### src/rtl/i2c_csr_regfile.sv
// i2c_csr_regfile
//   Avalon-MM slave register file sitting between the host bus and the I2C
//   controller core.
//
//   Word map: 0 CTRL (RW), 1 CMD (WO, strobes the core), 2 STATUS (RO mirror),
//             3 IRQ (sticky, write-1-to-clear), 4 PRESCALE (RW), 5 IRQ_MASK (RW),
//             6 and above reserved (read 0, writes ignored).
//
//   Ports
//     clk_i, rst_i                 clock, asynchronous active-high reset
//     amm_address_i                word address
//     amm_read_i / amm_write_i     transfer requests
//     amm_writedata_i              write data
//     amm_byteenable_i             write byte lanes
//     amm_waitrequest_o            stall; only CMD writes while the core is busy
//     amm_readdata_o               read data, held between reads
//     amm_readdatavalid_o          read data qualifier, RD_LAT cycles after accept
//     ctrl_o, prescale_o           register contents to the core
//     cmd_valid_o, cmd_data_o      one-cycle command strobe and its word
//     cmd_ready_i                  core can accept a command
//     status_i                     live core status
//     irq_set_i                    per-bit event pulses
//     irq_o                        level interrupt
module i2c_csr_regfile #(
    parameter int          DATA_W  = 16,
    parameter int          ADDR_W  = 5,
    parameter int          RD_LAT  = 1,
    parameter logic [31:0] PRE_RST = 32'h0000_00F9
) (
    input  logic                clk_i,
    input  logic                rst_i,
    input  logic [ADDR_W-1:0]   amm_address_i,
    input  logic                amm_read_i,
    input  logic                amm_write_i,
    input  logic [DATA_W-1:0]   amm_writedata_i,
    input  logic [DATA_W/8-1:0] amm_byteenable_i,
    output logic                amm_waitrequest_o,
    output logic [DATA_W-1:0]   amm_readdata_o,
    output logic                amm_readdatavalid_o,
    output logic [DATA_W-1:0]   ctrl_o,
    output logic [DATA_W-1:0]   prescale_o,
    output logic                cmd_valid_o,
    output logic [DATA_W-1:0]   cmd_data_o,
    input  logic                cmd_ready_i,
    input  logic [DATA_W-1:0]   status_i,
    input  logic [DATA_W-1:0]   irq_set_i,
    output logic                irq_o
);

    localparam int BE_W = DATA_W / 8;

    localparam logic [ADDR_W-1:0] A_CTRL   = ADDR_W'(0);
    localparam logic [ADDR_W-1:0] A_CMD    = ADDR_W'(1);
    localparam logic [ADDR_W-1:0] A_STATUS = ADDR_W'(2);
    localparam logic [ADDR_W-1:0] A_IRQ    = ADDR_W'(3);
    localparam logic [ADDR_W-1:0] A_PRE    = ADDR_W'(4);
    localparam logic [ADDR_W-1:0] A_MASK   = ADDR_W'(5);

    // Expand byte enables to a per-bit mask.
    function automatic logic [DATA_W-1:0] lane_mask(input logic [BE_W-1:0] be);
        logic [DATA_W-1:0] m;
        for (int i = 0; i < DATA_W; i++) begin
            m[i] = be[i/8];
        end
        return m;
    endfunction

    logic [DATA_W-1:0] ctrl_r, pre_r, mask_r, irq_r;
    logic [DATA_W-1:0] be_mask, wdata_m;
    logic [DATA_W-1:0] irq_clr, irq_next, mask_next;
    logic [DATA_W-1:0] rd_mux;
    logic              wr_acc, rd_acc;

    assign amm_waitrequest_o = amm_write_i & (amm_address_i == A_CMD) & ~cmd_ready_i;
    assign wr_acc  = amm_write_i & ~amm_waitrequest_o;
    // A read issued together with a write is dropped.
    assign rd_acc  = amm_read_i & ~amm_write_i;
    assign be_mask = lane_mask(amm_byteenable_i);
    assign wdata_m = amm_writedata_i & be_mask;

    always_comb begin
        irq_clr   = '0;
        mask_next = mask_r;
        if (wr_acc && amm_address_i == A_IRQ) begin
            irq_clr = wdata_m;
        end
        if (wr_acc && amm_address_i == A_MASK) begin
            mask_next = (mask_r & ~be_mask) | wdata_m;
        end
        // A set pulse wins over a simultaneous clear.
        irq_next = irq_set_i | (irq_r & ~irq_clr);
    end

    // Read data is taken from pre-update register values.
    always_comb begin
        rd_mux = '0;
        case (amm_address_i)
            A_CTRL:   rd_mux = ctrl_r;
            A_STATUS: rd_mux = status_i;
            A_IRQ:    rd_mux = irq_r;
            A_PRE:    rd_mux = pre_r;
            A_MASK:   rd_mux = mask_r;
            default:  rd_mux = '0;
        endcase
    end

    always_ff @(posedge clk_i or posedge rst_i) begin
        if (rst_i) begin
            ctrl_r      <= '0;
            pre_r       <= PRE_RST[DATA_W-1:0];
            mask_r      <= '0;
            irq_r       <= '0;
            irq_o       <= 1'b0;
            cmd_valid_o <= 1'b0;
            cmd_data_o  <= '0;
        end else begin
            if (wr_acc && amm_address_i == A_CTRL) begin
                ctrl_r <= (ctrl_r & ~be_mask) | wdata_m;
            end
            if (wr_acc && amm_address_i == A_PRE) begin
                pre_r <= (pre_r & ~be_mask) | wdata_m;
            end
            mask_r      <= mask_next;
            irq_r       <= irq_next;
            irq_o       <= |(irq_next & mask_next);
            cmd_valid_o <= wr_acc && (amm_address_i == A_CMD);
            if (wr_acc && amm_address_i == A_CMD) begin
                cmd_data_o <= wdata_m;
            end
        end
    end

    assign ctrl_o     = ctrl_r;
    assign prescale_o = pre_r;

    // ---- read stage 1: captured at acceptance ----
    logic              vld_p1;
    logic [DATA_W-1:0] rdata_p1;

    always_ff @(posedge clk_i or posedge rst_i) begin
        if (rst_i) begin
            vld_p1   <= 1'b0;
            rdata_p1 <= '0;
        end else begin
            vld_p1 <= rd_acc;
            if (rd_acc) begin
                rdata_p1 <= rd_mux;
            end
        end
    end

    generate
        if (RD_LAT == 2) begin : g_lat2
            // ---- read stage 2 ----
            logic              vld_p2;
            logic [DATA_W-1:0] rdata_p2;

            always_ff @(posedge clk_i or posedge rst_i) begin
                if (rst_i) begin
                    vld_p2   <= 1'b0;
                    rdata_p2 <= '0;
                end else begin
                    vld_p2 <= vld_p1;
                    if (vld_p1) begin
                        rdata_p2 <= rdata_p1;
                    end
                end
            end

            assign amm_readdatavalid_o = vld_p2;
            assign amm_readdata_o      = rdata_p2;
        end else begin : g_lat1
            assign amm_readdatavalid_o = vld_p1;
            assign amm_readdata_o      = rdata_p1;
        end
    endgenerate

endmodule

### config.mk
export PLATFORM = sky130hd
export DESIGN_NAME = i2c_csr_regfile
export DESIGN_NICKNAME = d
export VERILOG_FILES = /design/src/rtl/i2c_csr_regfile.sv
export SDC_FILE = /design/constraint.sdc
export NUM_CORES = 1
export LEC_CHECK = 0
export ABC_AREA = 1
export CORE_MARGIN = 3
export CORE_UTILIZATION = 52
export CTS_CLUSTER_DIAMETER = 40
export DETAILED_ROUTE_END_ITERATION = 10
export PLACE_DENSITY = 0.85
export SLEW_MARGIN = 25
export SYNTH_ARGS = -nofsm -noshare
export SYNTH_HDL_FRONTEND = slang
export SYNTH_SLANG_ARGS = --single-unit
### constraint.sdc
create_clock -name clk_i -period 7.2 [get_ports clk_i]
set_input_delay 1.44 -clock clk_i [delete_from_list [all_inputs] [get_ports clk_i]]
set_output_delay 1.44 -clock clk_i [all_outputs]
set_load 0.03 [all_outputs]
# == Word-level counts from Yosys, hierarchy flattened ==
# Index checks and enable logic that the tools add are counted.
# totals
output_inout_bits,68
reg_bits,99
# classes
bitwise_logic,19
n_mux,3
eq_ne,5
n_reduce_logical,7
# ops
operator,n
AND 16 bit,6
case mux 16 bit (5 select lines),1
bitwise OR 16 bit,4
2-to-1 mux 16 bit,2
NOT 16 bit,2
OR reduction 16 bit,1
"equality test 5 x 2 -> 1 bit, second input constant",2
"equality test 5 x 3 -> 1 bit, second input constant",2
"equality test 5 x 1 -> 1 bit, second input constant",1
logical AND 1 bit,5
logical NOT 5 bit,1
AND 1 bit,4
NOT 1 bit,3

# == Depth between registers and ports, before layout ==
# depth
depth_word,12
depth_mapped,14
depth_no_buf,14

# == Worst setup path before layout ==
# Ideal clock, no wire load.
# synth_path
kind,input -> output
from,input port amm_address_i[1]
to,output port amm_waitrequest_o
stages,5
n_path_buf,0
arrival_ns,2.122
required_time_ns,5.760
setup_slack_ns,3.638
path_cell_list,inv_1 nand2_2 nor2_4 inv_2 nor4_4
# synth_via
elab_chain_cells,3
# synth_lines
item,line,rtl
"start, declared",32,"input logic [ADDR_W-1:0] amm_address_i,"
equality test 5 x 1 -> 1 bit,74,assign amm_waitrequest_o = amm_write_i & (amm_address_i == A_CMD) & ~cmd_ready_i;
AND 1 bit (2 in series),74,
"end, declared",37,"output logic amm_waitrequest_o,"
# No other way between the ends.

# == Final worst setup path ==
# Ends and elaborated chain as after synthesis.

==> flow_summary.yaml <==
cts:
  cts-root-buf: "clkbuf_8"
  insertion_delay_ps: 360
  cts_resized: 0
  numClockSinks: 99
  cts_hold_repair.buffers: 0
  cts-buffers-inserted: 9
  clk_pin_slew_ps: 100
  cts.path.max_buffers: 2
  tritoncts: "done"
  post-cts-setup-buffers: 0
  cts_max_level: 3
layout:
  n_fill_cell: 732
  area_growth_pct: 31.6
  num_antenna_cells: 0
  fin_area_um2: 6190
  drive_gt1_share_pct: 7.32
  utilization_pct: 70.6
  final_net_count: 738
synthesis:
  yosys.area.top_type: "dfrtp_1"
  yosysMostFrequentCell: "nand2_1"
  syn_nets: 622
  syn-mean-instance-area_um2: 8.37
  synth_edf_count: 0
  synthArstFlopShare_pct: 100
  synth_seq_cells: 99
  yosys-top-cells-area: "dfrtp_1 49%, nand2_1 13%, o21ai_0 7.0%"
  synthFlopType: "dfrtp_1"
  synth_top_area_share_pct: 49.5
  synth_seq_area_share_pct: 52.8
  netlist_area_um2: 4700
  ys_types: 34
  yosys-top-cells-count: "164 x nand2_1, 93 x dfrtp_1, 66 x o21ai_0"
  ys_warn_count: 0
  syn_inst: 562
sta:
  final.min_clock_period_ps: 4820
  rsz0062_at_grt: "no"
  fmax_ghz: 0.208
  finalSetupViolations: 0
  finalCritPeriodShare_pct: 66.9
  skew_ps: 12.2
  worst_pin_slew_ps: 858
  slew_viol_final: 0
  hold_viol: 0
  timing.slew.headroom_pct: 42.8
  fin_setup_tns_ps: 0
routing:
  dr.max_layer_used: "met4"
  drt_iter0_drc: 237
  drc: 0
  wl_met2_um: 6480
  wl_per_cell_um: 17.7
  vias_per_cell: 5.52
  dr.pass1.iters: 4
  wl_met3_um: 1170
  totalWireLength_um: 14000
  met1_length_um: 6180
  postRouteAntennaNets: 0
  dr_total_vias: 4365
critical_path:
  critPathCaptureType: "primary output"
  worst-r2r-setup-slack_ps: 5760
  crit_type: "in2out"
  required_ps: 5760
  start_kind: "primary input"
  crit_fanout: 11
  worst_ep_arrival_time_ps: 3380
pwr:
  swShare_pct: 33.2
  vdd_drop_max_mv: 0.174
  p_switching_uw: 463
  p_int_uw: 931
  p_leak_nw: 2.90
  seqPwrFrac_pct: 47.4
  p_clk_share_pct: 26.2
  power_density_nw_per_um2: 225
  comb_power_share_pct: 26.4
place:
  gp_congestion: 0.886
  hpwl_um: 10800
  port_buffers: 127
  post_dp_cell_area_um2: 5990
global_route:
  grt_usage_pct: 28.1
  overflow: 0
  grt_start_max_net_pins: 70
  grt_pass1_wl_um: 22200
  antenna_found_initial: 0
  grt_pass1_vias: 4218
job:
  drv_cap: 0
status:
  status: "finished clean"
die:
  num_rows: 34
  dieArea_um2: 10200
  core_um2: 8760
  start_util_pct: 53.7
  ios: 128
  die_w_um: 101
  die_h_um: 101
min_path:
  hp-class: "reg2reg"
## per-stage QoR
stage | std cells | power [mW] | setup slack (ps) | hold slack, ps
2_1_floorplan | 562 | 0.862 | 3180 | 462
3_3_place_gp | 775 | 1.03 | 2400 | 465
3_5_place_dp | 775 | 1.04 | 2380 | 477
4_1_cts | 791 | 1.39 | 2380 | 494
5_1_grt | 791 | 1.45 | 2250 | 512
6_report | 791 | 1.39 | 2380 | 494
## worst paths after layout
path                                        to              start  cells past startpoint
setup / recovery             amm_waitrequest_o   amm_address_i[1]                      7
hold / removal               amm_readdata_o[8]  amm_readdata_o[8]                      2
setup reg to reg                         irq_o         mask_r[15]                     10
hold reg to reg              amm_readdata_o[8]  amm_readdata_o[8]                      2
max in group asynchronous            mask_r[4]              rst_i                      3
min in group asynchronous  amm_readdatavalid_o              rst_i                      2
## routing by layer
layer | global-route usage [%] | vias to the layer above
met5 | 0 | -
met2 | 43.8 | 225
li1 | - | 2066
met4 | 6.03 | 0
met1 | 41.6 | 2054
met3 | 4.78 | 20
## cell usage in the layout, fill, tap and decap left out, drive strengths merged
master / count
o21bai: 7
clkinvlp: 2
nor4: 1
buf: 1
nand3: 11
dfstp: 6
clkinv: 5
bufinv: 1
o21ai: 96
nand2: 169
a211oi: 9
a31oi: 6
or2: 1
a221oi: 6
dfrtp: 93
o21a: 3
clkbuf: 10
nand4: 14
inv: 72
o22ai: 11
nor2: 29
clkdlybuf4s50: 127
a21oi: 3
## layout make-up
class                           count  area, um2  area share [%]
Clock buffer                       10        128            2.06
Sequential cell                    99       2480            40.1
Inverter                           74        279            4.51
Timing Repair Buffer              128       1280            20.7
Clock inverter                      6       71.3            1.15
Tap cell                          108        135            2.18
Multi-Input combinational cell    366       1810            29.3
## kinds of logic after synthesis
kind of cell | after synthesis | synth area share, %
and+or+nand+nor | 225 | 21.4
DFF | 99 | 52.8
buffers and inverters | 97 | 8.62
AOI/OAI and AO/OA | 141 | 17.2
## power by group through the flow
| stage | clock (mW) | combinational (mW) | sequential [mW] |
|---|---|---|---|
| after floorplan | 0 | 0.107 | 0.755 |
| after global placement | 0 | 0.361 | 0.669 |
| after detailed placement | 0 | 0.367 | 0.671 |
| after CTS | 0.364 | 0.369 | 0.660 |
| after global routing | 0.389 | 0.395 | 0.668 |
| final | 0.365 | 0.368 | 0.661 |
## critical path: stages
cell and delay (ps):
clkdlybuf4s50_1 610, inv_1 140, nand2_2 70, nor2_4 120, inv_2 80, nor4_4 190
clkdlybuf4s50_1 720
Power figures use the tool's default switching activity.
